### config.mk
export PLATFORM = sky130hd
export DESIGN_NAME = max_pool_2x2
export DESIGN_NICKNAME = d
export VERILOG_FILES = /design/src/rtl/max_pool_2x2.sv
export SDC_FILE = /design/constraint.sdc
export NUM_CORES = 1
export LEC_CHECK = 0
export CORE_ASPECT_RATIO = 1.5
export CORE_MARGIN = 2
export CORE_UTILIZATION = 30
export CTS_CLUSTER_SIZE = 20
export DETAILED_ROUTE_END_ITERATION = 7
export GPL_ROUTABILITY_DRIVEN = 0
export PLACE_DENSITY_LB_ADDON = 0.2
export SLEW_MARGIN = 20
export SYNTH_ARGS = -nofsm -noshare
export SYNTH_HDL_FRONTEND = slang
export SYNTH_SLANG_ARGS = --single-unit
### constraint.sdc
create_clock -name clk_i -period 11.15 [get_ports clk_i]
set_clock_uncertainty 0.05 [all_clocks]
set_input_delay 2.23 -clock clk_i [delete_from_list [all_inputs] [get_ports clk_i]]
set_output_delay 2.23 -clock clk_i [all_outputs]
set_load 0.01 [all_outputs]
### src/rtl/max_pool_2x2.sv
// Streaming 2x2 / stride-2 max pool over a raster-order signed feature map.
// Define MAXPOOL_RELU_EN to fuse a ReLU into the output-register load.
module max_pool_2x2 #(
    parameter int DATA_W = 16,
    parameter int IMG_W  = 24,
    parameter int IMG_H  = 24
) (
    input  logic                     clk_i,
    input  logic                     rst_i,
    input  logic                     in_valid_i,
    output logic                     in_ready_o,
    input  logic signed [DATA_W-1:0] in_data_i,
    output logic                     out_valid_o,
    input  logic                     out_ready_i,
    output logic signed [DATA_W-1:0] out_data_o,
    output logic                     done_o
);
    localparam int HALF = IMG_W / 2;
    localparam int CW   = $clog2(IMG_W);
    localparam int RW   = $clog2(IMG_H);
    localparam int LW   = (HALF > 1) ? $clog2(HALF) : 1;

    logic [CW-1:0]            col_q, col_d;
    logic [RW-1:0]            row_q, row_d;
    logic signed [DATA_W-1:0] hold_q;
    logic signed [DATA_W-1:0] linebuf_q [HALF];
    logic                     out_valid_q, out_valid_d;
    logic signed [DATA_W-1:0] out_data_q, out_data_d;
    logic                     last_q, last_d;
    logic                     done_q, done_d;

    logic                     in_acc, out_acc, load;
    logic [LW-1:0]            lb_idx;
    logic signed [DATA_W-1:0] hmax, pool, pooled;

    assign in_ready_o  = !out_valid_q || out_ready_i;
    assign out_valid_o = out_valid_q;
    assign out_data_o  = out_data_q;
    assign done_o      = done_q;

    assign in_acc  = in_valid_i && in_ready_o;
    assign out_acc = out_valid_q && out_ready_i;
    assign lb_idx  = LW'(col_q >> 1);
    assign load    = in_acc && row_q[0] && col_q[0];

    always_comb begin
        hmax = (in_data_i > hold_q) ? in_data_i : hold_q;
        pool = (linebuf_q[lb_idx] > hmax) ? linebuf_q[lb_idx] : hmax;
`ifdef MAXPOOL_RELU_EN
        pooled = pool[DATA_W-1] ? '0 : pool;
`else
        pooled = pool;
`endif
    end

    always_comb begin
        col_d = col_q;
        row_d = row_q;
        if (in_acc) begin
            if (col_q == CW'(IMG_W - 1)) begin
                col_d = '0;
                row_d = (row_q == RW'(IMG_H - 1)) ? '0 : row_q + 1'b1;
            end else begin
                col_d = col_q + 1'b1;
            end
        end
    end

    // A load on the same cycle as an accept wins; the frame-end flag follows the held value.
    always_comb begin
        out_valid_d = out_valid_q;
        out_data_d  = out_data_q;
        last_d      = last_q;
        if (load) begin
            out_valid_d = 1'b1;
            out_data_d  = pooled;
            last_d      = (row_q == RW'(IMG_H - 1)) && (col_q == CW'(IMG_W - 1));
        end else if (out_acc) begin
            out_valid_d = 1'b0;
            last_d      = 1'b0;
        end
        done_d = out_acc && last_q;
    end

    always_ff @(posedge clk_i or posedge rst_i) begin
        if (rst_i) begin
            col_q       <= '0;
            row_q       <= '0;
            hold_q      <= '0;
            out_valid_q <= 1'b0;
            out_data_q  <= '0;
            last_q      <= 1'b0;
            done_q      <= 1'b0;
        end else begin
            col_q       <= col_d;
            row_q       <= row_d;
            out_valid_q <= out_valid_d;
            out_data_q  <= out_data_d;
            last_q      <= last_d;
            done_q      <= done_d;
            if (in_acc && !col_q[0])
                hold_q <= in_data_i;
        end
    end

    // Every entry is rewritten on an even row before the odd row reads it, so no reset.
    always_ff @(posedge clk_i) begin
        if (in_acc && !row_q[0] && col_q[0])
            linebuf_q[lb_idx] <= hmax;
    end
endmodule

# Yosys cells after proc, flatten, opt, wreduce, memory -nomap -nowiden
# Memory sizes are Yosys's and may differ from the RTL's.
# Cells that the tools add are included.
# op_classes
magnitude_cmp	2
div_mod_pow	0
n_bitwise	0
n_reduce_logical	15
n_mux	9
shift	0
eq_ne	2
n_mul	0
add_sub_neg	2
# ops
op	count
16-bit greater-than comparator	2
16-bit 2-to-1 mux	2
5-bit by 1-bit adder with 5-bit output (second input constant)	2
5-bit equality test (second input constant)	2
5-bit 2-to-1 mux	2
1-bit logical AND	9
1-bit 2-to-1 mux	5
1-bit logical NOT	3
2-bit AND reduction	1
2-bit nonzero test	1
1-bit logical OR	1
# word_totals
output_inout_bits	19
inputBits	20
n_memories	1
latch_bits	0
romBits	0
register_bits	45
ram_bits	192
elab_cells	38
# mem_list
name	depth	width	read_ports	rd_clocked_by_memory_dff	write_ports	line_no	rtl
linebuf_q	12	16	1	0	1	26	logic signed [DATA_W-1:0] linebuf_q [HALF];

# Depth between registers and ports, before layout
# Gate-level depths: netlist of the first run.
# depth
depth_word	7
ltp_mapped	19
ltp_nobuf	15

# Worst setup path before layout of the first run
# OpenSTA, ideal clock, no wires.
# synth_path
path_kind	input to register
startpoint	in in_data_i[15]
endpoint	reg out_data_q[1] (netlist: out_data_o[1])
slack_ps	5309
arrival_ps	5637
setup_ps	154
n_path_buf	3
required_ps	10946
path_stages	16
path_cell_list	ha_1 -> nand4_2 -> nor3_1 -> a21boi_1 -> or4_4 -> buf_6 -> buf_12 -> mux2_4 -> inv_1 -> ha_1 -> nor2b_1 -> o211ai_1 -> a21boi_1 -> o41ai_4 -> clkbuf_1 -> o221ai_1
# synth_via
elab_chain_len	4
# synth_rtl
item	line_no	rtl
start: declaration	12	input logic signed [DATA_W-1:0] in_data_i,
16-bit greater-than comparator	47	hmax = (in_data_i > hold_q) ? in_data_i : hold_q;
16-bit 2-to-1 mux	47	
net hmax[0]	34	logic signed [DATA_W-1:0] hmax, pool, pooled;
16-bit greater-than comparator	48	pool = (linebuf_q[lb_idx] > hmax) ? linebuf_q[lb_idx] : hmax;
16-bit 2-to-1 mux	48	
end signal: assignment	98	out_data_q <= out_data_d;
end: declaration	28	logic signed [DATA_W-1:0] out_data_q, out_data_d;
# The timed path passes the listed nets, and every way through them passes these cells.
# A chain may end at the register's enable or synchronous reset.

# Worst setup path after layout of the first run
# layout_path
startpoint	in in_data_i[15]
endpoint	reg out_data_q[13] (netlist: out_data_o[13])
# layout_via
elab_chain_len	4
# layout_rtl
item	line_no
16-bit greater-than comparator	47
16-bit 2-to-1 mux *	47
16-bit greater-than comparator	48
16-bit 2-to-1 mux *	48
# Mark *: on every way between the ends. The rest lies on a longest branch, timed or not.

==> flow_metrics.py, run 1 <==
metrics = {
    "run_status": {
        "status": "finished clean",
    },
    "routing": {
        "wl_um": 23500,
        "vias": 5783,
        "drt-initial-drc-count": 370,
        "viasPerCell": 4.80,
        "ant_nets": 0,
        "dr.pass1.iters": 4,
        "post-route-drc-count": 0,
        "wl_per_cell_um": 19.5,
    },
    "global_route": {
        "grt_use_total": 0.129,
        "grt_pass1_wl_um": 36300,
        "grt-ovfl-total": 0,
        "antenna_found_initial": 0,
        "grt_start_max_net_pins": 57,
        "first_global_vias": 6264,
    },
    "placed_design": {
        "placed_area_um2": 11700,
        "io_buffer_count": 38,
        "dp_cells": 1168,
        "dpl.hpwl_um": 15900,
    },
    "critical_path": {
        "crit_path_end_kind": "flop",
        "startpoint_type": "input pin",
        "worst-path-buf-inv": 3,
        "path_delay_family": "simple AND/OR/NAND/NOR gates",
        "cp.arrival_ns": 7.22,
        "crit_fanout": 20,
        "crit_type": "in2reg",
        "critPathRequiredTime_ns": 11.45,
        "slowest_delay_ns": 0.67,
        "cp_slowest_cell": "nand2b_1",
        "path_cells": "clkdlybuf4s50_1 > ha_1 > buf_4 > nand4_2 > nor3_1 > a21boi_1 > or4_4 > mux2_2 > ha_1 > nand4_1 > nor4_1 > a21boi_1 > o41ai_4 > buf_4 > nand2b_1 > o221ai_1",
    },
    "clocking": {
        "cts_hold_buf": 0,
        "cts_resized": 0,
        "cts_setup_buffers": 0,
        "clk_latency_ns": 0.52,
        "cts.htree.levels": 1,
        "cts_root_buffer": "clkbuf_16",
        "cts_made_buffers": 22,
        "path_clk_slew_ns": 0.06,
        "cts_sinks": 237,
        "cts.path.max_buffers": 3,
        "cts_tree": "yes",
    },
    "synth": {
        "synth_top_area_frac": 0.538,
        "syn_inst": 671,
        "syn_nets": 725,
        "yosys.area.top_type": "edfxtp_1",
        "avgSynthCellArea_um2": 16.0,
        "ys_seq_elements": 237,
        "ys_seq_area_frac": 0.643,
        "syn_area_um2": 10700,
        "async_flop_share": 0.190,
        "synth_enable_flop_cells": 192,
        "synth_ff_type": "edfxtp_1",
        "yosys-top-cells-area": "edfxtp_1 54%, dfrtp_1 11%, mux4_2 10%",
        "synth-warning-count": 0,
        "ys_types": 46,
    },
    "sta": {
        "slew_viol_final": 0,
        "rsz0062_at_grt": "false",
        "finalHoldViolCount": 0,
        "max_slew_margin": 0.342,
        "finalCriticalPeriod_ns": 6.92,
        "fmax_ghz": 0.144,
        "setup_viol": 0,
        "tns_ns": 0,
        "worst_slew_pin_slew_ns": 0.987,
        "hold_slack_ns": 0.460,
        "fin_crit_sh": 0.621,
    },
    "layout": {
        "final_common_cell": "edfxtp_1",
        "area_delta_synth_final_pct": 15.8,
        "fillers": 3353,
        "nets": 773,
        "drive_above_1_share": 0.197,
        "design_area_um2": 12400,
        "antenna_cells": 0,
        "final_cell_mix": "192 x edfxtp_1, 63 x nand2_1, 50 x mux2i_1, 48 x mux4_2, 43 x dfrtp_1",
        "layout.cells.non_filler": 1205,
    },
    "die": {
        "die_y_um": 235,
        "core_um2": 35100,
        "rows": 84,
        "io_pins": 39,
        "dieArea_um2": 37300,
        "initial_core_util": 0.305,
        "die_x_um": 158,
    },
    "power_and_ir_drop": {
        "ir_drop_uv": 113,
        "powerDensity_nw_per_um2": 275,
        "power.total_mw": 3.41,
        "p_leak_nw": 4.50,
    },
    "hold_path": {
        "hold_path.class": "reg2reg",
    },
    "flow_run": {
        "max-cap-violations": 0,
    },
}
flip-flops by register name (all words and copies together) (netlist names):
signal       count
done_o           1
col_q            5
row_q            5
out_data_o      16
hold_q          16
last_q           1
linebuf_q      192
out_valid_o      1
final timing paths:
kind	cells past startpoint	from	to	slack, ns
worst min-delay path	2	out_data_o[3]	out_data_o[3]	0.46
worst max-delay path	16	in_data_i[15]	out_data_o[13]	4.23
worst min register to register	2	out_data_o[3]	out_data_o[3]	0.46
worst max register to register	16	hold_q[15]	out_data_o[13]	6.02
max in group asynchronous	2	rst_i	col_q[1]	8.13
min in group asynchronous	2	rst_i	out_valid_o	2.21
synth_stat cells (2+ instances only):
master    count
inv_1        35
a21oi_1      14
buf_6         2
mux2i_1      50
nand2b_1     19
buf_2        12
mux2_2        8
a21o_1        5
mux4_2       48
o211ai_1      2
nand4b_1      2
nand4_1       5
nor2_1       13
o221ai_2     10
ha_1         34
edfxtp_1    192
nand3_1       9
nor3_1        7
a211oi_1      2
dfrtp_1      45
and4_1        2
xnor2_1       2
mux2_4       10
nand3b_1      2
buf_4         4
clkbuf_1     15
o221ai_1      6
o21ai_0      33
nand2_1      63
a21boi_1      2
nor2b_1       3
where the power goes:
part           switching [mW]  internal [mW]
logic                   0.809          0.548
clock network           0.323          0.446
registers              0.0694           1.22
per-layer routing:
layer	share of wire	vias to the layer above	track usage
met5	0	-	0
met4	0.032	0	0.0546
met3	0.031	40	0.0156
met2	0.55	108	0.244
met1	0.39	2960	0.142
li1	-	2675	-
stage by stage:
step,util,setup WS [ns]
finish,0.353,4.23
detailed placement,0.333,3.61
floorplan,-,5.31
global route,0.353,3.97
CTS,0.353,4.19
global placement,0.333,3.88
tightest hold or removal path, delay by kind of cell, from the launching register on:
family | cells | cell delay (ns)
flops | 1 | 0.36
simple gates | 1 | 0.07
compound gates | 1 | 0.05
area by class of cell:
cell class	count	area [um^2]	share of cell area
clock buffer	26	587	0.0473
clock inverter	11	141	0.0114
sequential	237	6900	0.556
timing repair buffer	59	538	0.0434
multi-input combinational	364	3520	0.284
tap	473	592	0.0477
inverter	35	131	0.0106
kinds of logic (layout without fill, tap and decap cells):
logic type,after synthesis,after routing,synth area share
fa+ha+maj,34,34,0.0397
compound gates,80,80,0.0552
xor+xnor,2,2,0.00164
simple gates,132,132,0.0599
flops,237,237,0.643
buf+inv,70,131,0.0302
mux,116,116,0.170
(Power assumes the default switching activity.)
==> run 2, diff against run 1 <==
- clock period: 11.15 -> 5.8 ns (I/O delays scaled with it)
==> flow_metrics.py, run 2 (synthesis gave the netlist of run 1 again) <==
metrics = {
    "clocking": {
        "cts_tree": "yes",
        "cts_root_buffer": "clkbuf_16",
        "cts.path.max_buffers": 3,
        "cts.htree.levels": 1,
        "cts_setup_buffers": 0,
        "cts_sinks": 237,
        "path_clk_slew_ns": 0.06,
        "cts_made_buffers": 23,
        "cts_resized": 0,
        "cts_hold_buf": 0,
        "clk_latency_ns": 0.51,
    },
    "sta": {
        "finalCriticalPeriod_ns": 5.15,
        "rsz0062_at_grt": "false",
        "worst_slew_pin_slew_ns": 0.900,
        "tns_ns": 0,
        "setup_viol": 0,
        "hold_slack_ns": 0.454,
        "slew_viol_final": 0,
        "finalHoldViolCount": 0,
        "max_slew_margin": 0.400,
        "fin_crit_sh": 0.888,
        "fmax_ghz": 0.194,
    },
    "die": {
        "dieArea_um2": 37300,
        "die_x_um": 158,
        "die_y_um": 235,
        "rows": 84,
        "initial_core_util": 0.305,
        "core_um2": 35100,
        "io_pins": 39,
    },
    "routing": {
        "viasPerCell": 4.80,
        "dr.pass1.iters": 4,
        "wl_per_cell_um": 19.5,
        "ant_nets": 0,
        "wl_um": 23600,
        "drt-initial-drc-count": 376,
        "post-route-drc-count": 0,
        "vias": 5827,
    },
    "layout": {
        "drive_above_1_share": 0.201,
        "multi_input_area_um2": 3520,
        "largest_reg_flops": 192,
        "seq_area_um2": 6900,
        "nets": 779,
        "layout.cells.non_filler": 1214,
        "final_cell_mix": "192 x edfxtp_1, 63 x nand2_1, 50 x mux2i_1, 48 x mux4_2, 43 x dfrtp_1",
        "antenna_cells": 0,
        "final_common_cell": "edfxtp_1",
        "area_delta_synth_final_pct": 16.1,
        "regMostFlops": "linebuf_q",
        "utilization": 0.354,
        "fillers": 3349,
    },
    "critical_path": {
        "crit_path_end_kind": "flop",
        "crit_fanout": 16,
        "critPathRequiredTime_ns": 6.13,
        "path_delay_family": "simple AND/OR/NAND/NOR gates",
        "path_cells": "clkdlybuf4s50_1 > ha_1 > a21o_1 > nand3_1 > a211oi_1 > or4_4 > buf_4 > mux2_4 > ha_1 > nand4_1 > nor4_1 > a21boi_1 > o41ai_4 > nand2b_1 > buf_4 > o221ai_1",
        "cp.arrival_ns": 5.48,
        "slowest_delay_ns": 0.59,
        "cp_slowest_cell": "or4_4",
        "crit_type": "in2reg",
        "startpoint_type": "input pin",
        "worst-path-buf-inv": 3,
    },
    "placed_design": {
        "io_buffer_count": 38,
        "dpl.hpwl_um": 15900,
        "dp_cells": 1173,
    },
    "hold_path": {
        "hold_path.class": "reg2reg",
    },
    "global_route": {
        "grt_pass1_wl_um": 36900,
        "grt-ovfl-total": 0,
        "grt_use_total": 0.129,
        "grt_start_max_net_pins": 46,
        "antenna_found_initial": 0,
        "first_global_vias": 6348,
    },
    "power_and_ir_drop": {
        "powerDensity_nw_per_um2": 529,
        "p_leak_nw": 4.52,
        "ir_drop_uv": 241,
        "power.total_mw": 6.58,
    },
    "run_status": {
        "status": "finished clean",
    },
    "flow_run": {
        "max-cap-violations": 0,
    },
}
[run 2: cell types whose count changed in the layout (fill, tap and decap cells not counted), sizes merged]
| cell | previous run | this run |
|---|---|---|
| buf | 21 | 26 |
| clkbuf | 26 | 31 |
| bufinv | 3 | 1 |
| clkinv | 6 | 7 |
[run 2: stage by stage]
stage,area (um^2),worst slack (ns)
finish,12400,0.647
global route,12400,0.447
CTS,12400,0.630
detailed placement,11700,0.0891
global placement,11700,0.224
floorplan,10700,1.03
[run 2: report_power, final]
part	switching [mW]	total (mW)	internal (mW)
Sequential	0.236	2.57	2.34
Clock	0.636	1.46	0.826
Combinational	1.46	2.54	1.09
Total	2.33	6.58	4.25
[run 2: worst min-delay path: cells and delay by family, from the launching register on]
family / cells / cell delay, ns
DFF: 1 / 0.35
and+or+nand+nor: 1 / 0.05
AOI/OAI and AO/OA: 1 / 0.06
[run 2: routing by layer]
metal	global-route usage	wire length (um)	up-vias
li1	-	-	2692
met1	0.145	9280	3020
met2	0.248	13100	83
met3	0.0162	703	32
met4	0.0426	576	0
met5	0	0	-
[run 2: final cells by class]
type | instances | share of cell area
Clock inverter | 10 | 0.00634
Tap cell | 473 | 0.0476
Timing Repair Buffer | 64 | 0.0463
Inverter | 35 | 0.0107
Multi-Input combinational cell | 364 | 0.283
Sequential cell | 237 | 0.554
Clock buffer | 31 | 0.0518
[run 2: final timing paths]
| check | from | endpoint | slack, ns | depth (start not counted) |
|---|---|---|---|---|
| worst max-delay path | in_data_i[5] | out_data_o[11] | 0.65 | 16 |
| worst min-delay path | out_data_o[12] | out_data_o[12] | 0.45 | 2 |
| worst max register to register | col_q[1] | out_data_o[11] | 1.33 | 12 |
| worst min register to register | out_data_o[12] | out_data_o[12] | 0.45 | 2 |
| max in group asynchronous | rst_i | col_q[1] | 4.07 | 2 |
| min in group asynchronous | rst_i | row_q[1] | 1.04 | 2 |
==> run 3, diff against run 2 <==
- CORE_ASPECT_RATIO: 1.5 -> unset
==> flow_metrics.py, run 3 (synthesis gave the netlist of run 1 again) <==
metrics = {
    "routing": {
        "wl_per_cell_um": 19.6,
        "post-route-drc-count": 0,
        "vias": 5892,
        "ant_nets": 0,
        "dr.pass1.iters": 4,
        "viasPerCell": 4.87,
        "wl_um": 23600,
        "drt-initial-drc-count": 343,
    },
    "layout": {
        "final_common_cell": "edfxtp_1",
        "drive_above_1_share": 0.209,
        "fillers": 3334,
        "largest_reg_flops": 192,
        "nets": 782,
        "regMostFlops": "linebuf_q",
        "final_cell_mix": "192 x edfxtp_1, 63 x nand2_1, 50 x mux2i_1, 48 x mux4_2, 43 x dfrtp_1",
        "area_delta_synth_final_pct": 17.3,
        "antenna_cells": 0,
        "design_area_um2": 12600,
        "utilization": 0.355,
    },
    "critical_path": {
        "crit_fanout": 16,
        "crit_type": "in2reg",
        "rr_worst_depth": 16,
        "path_delay_family": "compound AO/OA/AOI/OAI gates",
        "critPathRequiredTime_ns": 6.14,
        "path_cells": "clkdlybuf4s50_1 > ha_1 > and4_1 > a21boi_2 > buf_4 > mux2i_1 > mux2_2 > ha_1 > nand4_1 > nor4_1 > a21boi_1 > o41ai_4 > nand2b_1 > buf_4 > o221ai_1",
        "crit_path_end_kind": "flop",
        "r2r_start": "hold_q[7]",
        "startpoint_type": "input pin",
        "reg2reg_to": "out_data_o[13]",
        "worst-path-buf-inv": 3,
        "reg2reg_setup_slack_ns": 1.49,
        "slowest_delay_ns": 0.55,
        "path_depth": 15,
        "cp.arrival_ns": 5.37,
        "cp_slowest_cell": "a21boi_2",
    },
    "hold_path": {
        "whs_endpoint": "last_q",
        "hp-start": "last_q",
        "worstHoldPathCells": 2,
        "hold_path.class": "reg2reg",
    },
    "global_route": {
        "grt_pass1_wl_um": 36300,
        "grt_use_total": 0.129,
        "grt_start_max_net_pins": 46,
        "first_global_vias": 6130,
        "antenna_found_initial": 0,
        "grt-ovfl-total": 0,
    },
    "sta": {
        "tns_ns": 0,
        "setup_viol": 0,
        "fin_crit_sh": 0.867,
        "rsz0062_at_grt": "false",
        "worst_slew_pin_slew_ns": 0.931,
        "finalHoldViolCount": 0,
        "max_slew_margin": 0.379,
        "finalCriticalPeriod_ns": 5.03,
        "fmax_ghz": 0.199,
        "slew_viol_final": 0,
    },
    "die": {
        "dieArea_um2": 37200,
        "rows": 69,
        "core_um2": 35400,
        "io_pins": 39,
        "die_x_um": 193,
        "initial_core_util": 0.303,
        "die_y_um": 193,
    },
    "clocking": {
        "cts_resized": 0,
        "clk_latency_ns": 0.53,
        "cts.path.max_buffers": 3,
        "cts_tree": "yes",
        "cts_sinks": 237,
        "cts_root_buffer": "clkbuf_16",
        "cts_setup_buffers": 0,
        "cts.htree.levels": 1,
        "cts_made_buffers": 26,
        "path_clk_slew_ns": 0.06,
        "cts_hold_buf": 0,
    },
    "placed_design": {
        "placed_area_um2": 11700,
        "io_buffer_count": 38,
        "dpl.hpwl_um": 15500,
    },
    "power_and_ir_drop": {
        "powerDensity_nw_per_um2": 541,
        "p_leak_nw": 4.59,
        "ir_drop_uv": 296,
    },
    "flow_run": {
        "max-cap-violations": 0,
    },
    "run_status": {
        "status": "finished clean",
    },
}
## run 3: cell count changes in the layout (fill, tap and decap cells not counted), sizes merged
cell,change
bufinv,+2
inv,+1
clkinv,+7
clkbuf,-3
## run 3: routing by layer
metal | share of wire | wire [um] | vias to the layer above | global-route usage
met5 | 0 | 0 | - | 0
met3 | 0.039 | 911 | 44 | 0.0194
met4 | 0.026 | 621 | 0 | 0.0402
met1 | 0.47 | 11000 | 3049 | 0.174
li1 | - | - | 2694 | -
met2 | 0.47 | 11100 | 105 | 0.214
## run 3: power by group
group | total, mW | switching [mW] | internal (mW)
combinational | 2.58 | 1.50 | 1.08
clock | 1.65 | 0.668 | 0.981
sequential | 2.57 | 0.235 | 2.34
total | 6.80 | 2.40 | 4.40
## run 3: layout make-up
type	instances	area, um^2	area share
inverters	35	131	0.0105
multi-input cells	364	3520	0.280
clock inverters	20	186	0.0148
clock buffers	28	679	0.0541
well taps	461	577	0.0459
flip-flops and latches	237	6900	0.549
repair buffers	64	576	0.0458
## run 3: how the worst max path moves through the flow
stage,startpoint,endpoint,slack [ns]
final,in_data_i[2],out_data_o[13],0.77
after global routing,in_data_i[10],out_data_o[13],0.50
after CTS,in_data_i[7],out_data_o[13],0.76
after detailed placement,in_data_i[7],out_data_o[13],0.23
after global placement,in_data_i[10],out_data_o[15],0.34
after floorplan,in_data_i[15],out_data_o[1],1.03
## run 3: stage by stage
stage	std cells	setup slack, ns	hold WS, ns	power (mW)
final	1209	0.772	0.444	6.80
after global routing	1209	0.499	0.482	7.22
after CTS	1209	0.756	0.447	6.89
after detailed placement	1161	0.230	0.433	5.22
after global placement	1161	0.338	0.431	5.13
after floorplan	671	1.03	0.412	4.35
## run 3: worst reg2reg max path: stages, from the launching register on
cell,delay [ns]
dfrtp_1,0.38
inv_1,0.08
ha_1,0.31
nand4_1,0.14
nor3_1,0.08
a21boi_2,0.57
buf_4,0.34
mux2i_1,0.10
mux2_2,0.31
ha_1,0.33
nand4_1,0.14
nor4_1,0.35
a21boi_1,0.32
o41ai_4,0.14
nand2b_1,0.09
buf_4,0.26
o221ai_1,0.18
